[config.mk]
export PLATFORM = sky130hd
export DESIGN_NAME = xmm_fixed_divider
export DESIGN_NICKNAME = d
export VERILOG_FILES = /design/src/rtl/xmm_pkg.sv /design/src/rtl/xmm_div_step.sv /design/src/rtl/xmm_fixed_divider.sv
export SDC_FILE = /design/constraint.sdc
export NUM_CORES = 1
export LEC_CHECK = 0
export CORE_MARGIN = 4
export CORE_UTILIZATION = 40
export DETAILED_ROUTE_END_ITERATION = 8
export GPL_TIMING_DRIVEN = 0
export HOLD_SLACK_MARGIN = 0.12
export PLACE_DENSITY = 0.68
export RECOVER_POWER = 50
export SLEW_MARGIN = 10
export SYNTH_ARGS = -nofsm -noshare
export SYNTH_HDL_FRONTEND = slang
export SYNTH_SLANG_ARGS = --single-unit
[constraint.sdc]
create_clock -name clk -period 4.3 [get_ports clk]
set_clock_uncertainty 0.05 [all_clocks]
set_input_delay 1.29 -clock clk [delete_from_list [all_inputs] [get_ports clk]]
set_output_delay 1.29 -clock clk [all_outputs]
set_load 0.01 [all_outputs]
[src/rtl/xmm_pkg.sv]
// Shared XMM execute-stage definitions: q15.48 format constants and the
// divider state encoding.
package xmm_pkg;

    localparam int unsigned XMM_WIDTH = 64;
    localparam int unsigned XMM_FRAC  = 48;
    localparam int unsigned XMM_ITER  = XMM_WIDTH + XMM_FRAC;

    localparam logic [XMM_WIDTH-1:0] XMM_MAX = {1'b0, {(XMM_WIDTH-1){1'b1}}};
    localparam logic [XMM_WIDTH-1:0] XMM_MIN = {1'b1, {(XMM_WIDTH-1){1'b0}}};

    typedef enum logic [1:0] {
        IDLE   = 2'd0,
        DIVIDE = 2'd1,
        FIXUP  = 2'd2,
        WB     = 2'd3
    } xmm_div_state_e;

endpackage

[src/rtl/xmm_div_step.sv]
// One restoring-division step: shift a dividend bit into the partial
// remainder and subtract the divisor when it fits.
module xmm_div_step #(
    parameter int unsigned WIDTH = 64
) (
    input  logic [WIDTH:0]   rem_in,
    input  logic [WIDTH-1:0] divisor,
    input  logic             bit_in,
    output logic [WIDTH:0]   rem_out,
    output logic             q_bit
);

    logic [WIDTH+1:0] shifted;

    always_comb begin
        shifted = {rem_in, bit_in};
        q_bit   = (shifted >= {2'b00, divisor});
        rem_out = q_bit ? (WIDTH+1)'(shifted - {2'b00, divisor}) : shifted[WIDTH:0];
    end

endmodule

[src/rtl/xmm_fixed_divider.sv]
// Iterative signed fixed-point divider: q = (a << FRAC_BITS) / b, one
// quotient bit per cycle on magnitudes, truncating and saturating.
module xmm_fixed_divider
    import xmm_pkg::*;
#(
    parameter int unsigned WIDTH     = XMM_WIDTH,
    parameter int unsigned FRAC_BITS = XMM_FRAC
) (
    input  logic             clk,
    input  logic             reset,
    input  logic             in_valid,
    output logic             in_ready,
    input  logic [4:0]       in_dst,
    input  logic [WIDTH-1:0] in_a,
    input  logic [WIDTH-1:0] in_b,
    input  logic             flush,
    output logic             busy,
    output logic             wb_valid,
    output logic [4:0]       wb_addr,
    output logic [WIDTH-1:0] wb_data,
    output logic             div_by_zero,
    output logic             saturated
);

    localparam int unsigned ITER = WIDTH + FRAC_BITS;
    localparam int unsigned CW   = $clog2(ITER);
    localparam logic [WIDTH-1:0] POS_MAX = {1'b0, {(WIDTH-1){1'b1}}};
    localparam logic [WIDTH-1:0] NEG_MIN = {1'b1, {(WIDTH-1){1'b0}}};

    xmm_div_state_e   state;
    logic [CW-1:0]    counter;
    logic             sign;
    logic [4:0]       dst_r;
    logic [WIDTH-1:0] divisor;
    logic [WIDTH:0]   rem;
    logic [ITER-1:0]  dq;
    logic [WIDTH-1:0] result;
    logic             sat_r;
    logic             dbz_r;

    logic [WIDTH-1:0] mag_a;
    logic [WIDTH-1:0] mag_b;
    logic [WIDTH:0]   rem_next;
    logic             q_bit;
    logic             accept;
    logic             overflow;

    assign in_ready = (state == IDLE) && reset;
    assign busy     = (state != IDLE);
    assign accept   = in_valid && in_ready && !flush;

    // Two's-complement negation of the most negative value yields 2^(W-1) as unsigned.
    assign mag_a = in_a[WIDTH-1] ? -in_a : in_a;
    assign mag_b = in_b[WIDTH-1] ? -in_b : in_b;

    // Negative results may reach exactly 2^(W-1); positive ones stop at 2^(W-1)-1.
    assign overflow = (|dq[ITER-1:WIDTH]) ||
                      (sign ? (dq[WIDTH-1] && |dq[WIDTH-2:0]) : dq[WIDTH-1]);

    xmm_div_step #(.WIDTH(WIDTH)) u_step (
        .rem_in  (rem),
        .divisor (divisor),
        .bit_in  (dq[ITER-1]),
        .rem_out (rem_next),
        .q_bit   (q_bit)
    );

    // The dividend is shifted out of dq's top while quotient bits enter at the bottom.
    always_ff @(posedge clk or negedge reset) begin
        if (!reset) begin
            state       <= IDLE;
            counter     <= '0;
            sign        <= 1'b0;
            dst_r       <= '0;
            divisor     <= '0;
            rem         <= '0;
            dq          <= '0;
            result      <= '0;
            sat_r       <= 1'b0;
            dbz_r       <= 1'b0;
            wb_valid    <= 1'b0;
            wb_addr     <= '0;
            wb_data     <= '0;
            div_by_zero <= 1'b0;
            saturated   <= 1'b0;
        end else begin
            wb_valid <= 1'b0;
            if (flush && state != IDLE) begin
                state <= IDLE;
            end else begin
                case (state)
                    IDLE: begin
                        if (accept) begin
                            dst_r   <= in_dst;
                            sign    <= in_a[WIDTH-1] ^ in_b[WIDTH-1];
                            divisor <= mag_b;
                            rem     <= '0;
                            dq      <= {mag_a, {FRAC_BITS{1'b0}}};
                            counter <= CW'(ITER - 1);
                            if (in_b == '0) begin
                                result <= in_a[WIDTH-1] ? NEG_MIN : POS_MAX;
                                sat_r  <= 1'b1;
                                dbz_r  <= 1'b1;
                                state  <= WB;
                            end else begin
                                sat_r  <= 1'b0;
                                dbz_r  <= 1'b0;
                                state  <= DIVIDE;
                            end
                        end
                    end
                    DIVIDE: begin
                        rem     <= rem_next;
                        dq      <= {dq[ITER-2:0], q_bit};
                        counter <= counter - 1'b1;
                        if (counter == '0)
                            state <= FIXUP;
                    end
                    FIXUP: begin
                        if (overflow)
                            result <= sign ? NEG_MIN : POS_MAX;
                        else
                            result <= sign ? -dq[WIDTH-1:0] : dq[WIDTH-1:0];
                        sat_r <= overflow;
                        state <= WB;
                    end
                    WB: begin
                        wb_valid    <= 1'b1;
                        wb_addr     <= dst_r;
                        wb_data     <= result;
                        div_by_zero <= dbz_r;
                        saturated   <= sat_r;
                        state       <= IDLE;
                    end
                    default: state <= IDLE;
                endcase
            end
        end
    end

endmodule

==> flow_metrics.env <==
export IMPL_synth_nets=3028
export IMPL_end_kind="register"
export IMPL_netlist_area_mm2=0.0243
export IMPL_layout_drive_gt1_share_pct=11.2
export IMPL_row_count=90
export IMPL_io_buffers=210
export IMPL_antenna_found_initial=2
export IMPL_synth_common_cells="394 x dfrtp_1, 390 x nand2_1, 208 x o21ai_1"
export IMPL_grt_pass1_wl_mm=118
export IMPL_min_period_ps=4360
export IMPL_drtAntennaViolNets=0
export IMPL_start_util_pct=40.4
export IMPL_worst_slew_pin_slew_ps=2770
export IMPL_rr_startpoint="dq[1]"
export IMPL_timing_hold_ws_ps=429
export IMPL_syn_to_final_growth_pct=23.2
export IMPL_fmax_mhz=229
export IMPL_path_max_fanout=5
export IMPL_fin_crit_sh_pct=101
export IMPL_clk_pin_slew_ps=60
export IMPL_min_to="divisor[15]"
export IMPL_rr_endpoint="result[1]"
export IMPL_ir_drop_v=0.000446
export IMPL_crit_required_ps=4720
export IMPL_final_setup_tns_ps=-1010
export IMPL_worstHoldPathCells=2
export IMPL_yosysTopAreaCell="dfrtp_1"
export IMPL_cts_htree_levels=2
export IMPL_synth_top_cells_by_area="dfrtp_1 41%, xor2_1 6.6%, nand2_1 6.0%"
export IMPL_dpl_hpwl_mm=55.5
export IMPL_synthCells=2816
export IMPL_cts_sinks=394
export IMPL_synth_ff_type="dfrtp_1"
export IMPL_drt_iter0_drc=1718
export IMPL_drc=0
export IMPL_dp_slack_ps=-1780
export IMPL_worstSetupPathType="in2reg"
export IMPL_ys_types=71
export IMPL_hold_violations=0
export IMPL_num_vias=22100
export IMPL_num_io_pins=211
export IMPL_design_die_area_mm2=0.0648
export IMPL_setup_worst_path_start_class="input port"
export IMPL_synth_edff_count=0
export IMPL_violations="capacitance limit, slew limit, setup timing"
export IMPL_clockRootBuffer="clkbuf_16"
export IMPL_gr_usage_all_layers_pct=22.6
export IMPL_gp_congestion=0.934
export IMPL_cts_tree="yes"
export IMPL_drt_pass1_iter_count=6
export IMPL_synth_seq_area_share_pct=40.5
export IMPL_slew_headroom_pct=-84.8
export IMPL_hold_buffers=0
export IMPL_power_leakage_uw=0.0130
export IMPL_rsz0062_at_grt="yes"
export IMPL_r2r_cells=15
export IMPL_ff2ff_setup_slack_ps=160
export IMPL_insertion_delay_ps=600
export IMPL_syn_mean_instance_area_um2=8.64
export IMPL_wl_per_cell_um=19.2
export IMPL_clk_path_buf_depth=3
export IMPL_hp_start="divisor[15]"
export IMPL_drv_cap=3
export IMPL_async_flop_share_pct=100
export IMPL_power_total_uw=23700
export IMPL_core_area_mm2=0.0602
export IMPL_status="complete, but fails checks"
export IMPL_ys_warn_count=0
export IMPL_cts_buffers=44
export IMPL_fin_ws_ps=-58.7
export IMPL_synth_top_cell_area_share_pct=40.5
export IMPL_cp_arrival_ps=4780
export IMPL_finalSetupViolations=39
export IMPL_holdCritPathClass="reg2reg"
export IMPL_powerDensity_mw_per_mm2=791
export IMPL_viasPerCell=5.64
export IMPL_overflow=0
export IMPL_yosys_register_bits=394
export IMPL_fp_dieH_um=255
export IMPL_finalMaxSlewViolations=270
export IMPL_grt_max_degree=110
export IMPL_die_w_um=255
export IMPL_layout_nets=3317
export IMPL_synthMostInstantiatedCell="dfrtp_1"
export IMPL_drt_total_wl_mm=75.3
export IMPL_grt_pass1_vias=21400
-- state kept, by name, summed over array words and instances (netlist names), 2 cells and up --
register  count
dq          112
rem          65
divisor      64
result       64
wb_data      64
counter       7
dst_r         5
wb_addr       5
state         2
-- where the power goes --
part	switching (uW)	leakage (uW)	internal, uW	total (uW)
Clock	1610	0.000725	2300	3910
Sequential	1140	0.00490	5250	6390
Combinational	7970	0.00735	5440	13400
Total	10700	0.0130	13000	23700
-- routing by layer --
metal | vias to the layer above | routed length [um] | GRT usage [%]
li1 | 10600 | - | -
met1 | 10700 | 33600 | 31.5
met2 | 662 | 35200 | 36.5
met3 | 118 | 4410 | 3.24
met4 | 0 | 2110 | 7.34
met5 | - | 0 | 0
-- placed cells by master (no fill, tap or decap), types with 21 or more instances in the layout --
cell type,instances
dfrtp_1,394
nand2_1,386
clkdlybuf4s50_1,187
xor2_1,182
o21ai_0,172
o21ai_1,153
a21oi_1,149
clkbuf_1,130
nor2_1,127
nand3_1,116
inv_1,107
o21a_1,76
mux2_2,72
ha_1,72
o31ai_1,59
xnor2_1,56
o21ai_2,55
clkbuf_16,44
mux2i_1,38
or3_1,32
nor3_1,29
nand4_1,28
a21o_1,28
nor4_1,24
or4_1,24
buf_1,21
-- worst max-delay path by stage --
stage                     slack (ps)      from     endpoint
after CTS                       -240  in_b[13]   result[22]
after global placement        -15740     reset  divisor[24]
after detailed placement       -1780  in_b[13]    result[4]
after global routing             -90  in_b[13]    result[8]
final                            -60  in_b[13]   result[22]
after floorplan                  -20  in_a[18]      dq[106]
-- area by class of cell --
class	instances	area (um2)
fillers	5649	30300
multi-input cells	2145	14100
repair buffers	243	2420
diodes	1	2.50
clock buffers	60	1210
well taps	782	978
plain buffers	168	728
inverters	109	409
flip-flops and latches	394	9860
clock inverters	19	290
-- cell families after synthesis --
group / Yosys count / synth area share (%)
AO/OA/AOI/OAI: 818 / 20.1
adder cells (fa/ha/maj): 75 / 3.89
multiplexers: 111 / 4.94
XOR/XNOR: 238 / 8.57
AND/OR/NAND/NOR: 901 / 17.6
buffers and inverters: 279 / 4.37
flip-flops: 394 / 40.5
-- timing repair --
item / in CTS / in global routing
gates cloned: 8 / 1
buffers inserted: 20 / 3
gates resized for setup: 136 / 73
setup endpoints to repair: 258 / 146
pin swaps: 21 / 14
-- worst max-delay path, cell delays in order --
cell	delay, ps
buf_8	100
or4_4	530
or4_4	440
or3_4	380
or4_4	460
nor4_4	290
nand3b_1	140
buf_6	170
a21oi_4	260
o311a_4	370
buf_6	160
o21ai_2	60
o21a_1	130
-- metrics by stage --
stage | instances | util, % | area (um2)
final | 3921 | 49.7 | 30000
after detailed placement | 3811 | 45.8 | 27600
after global routing | 3921 | 49.7 | 30000
after floorplan | 2816 | - | 24400
after global placement | 3808 | 45.6 | 27500
after CTS | 3916 | 49.3 | 29700
No activity file was read; power rests on OpenSTA's default activity.
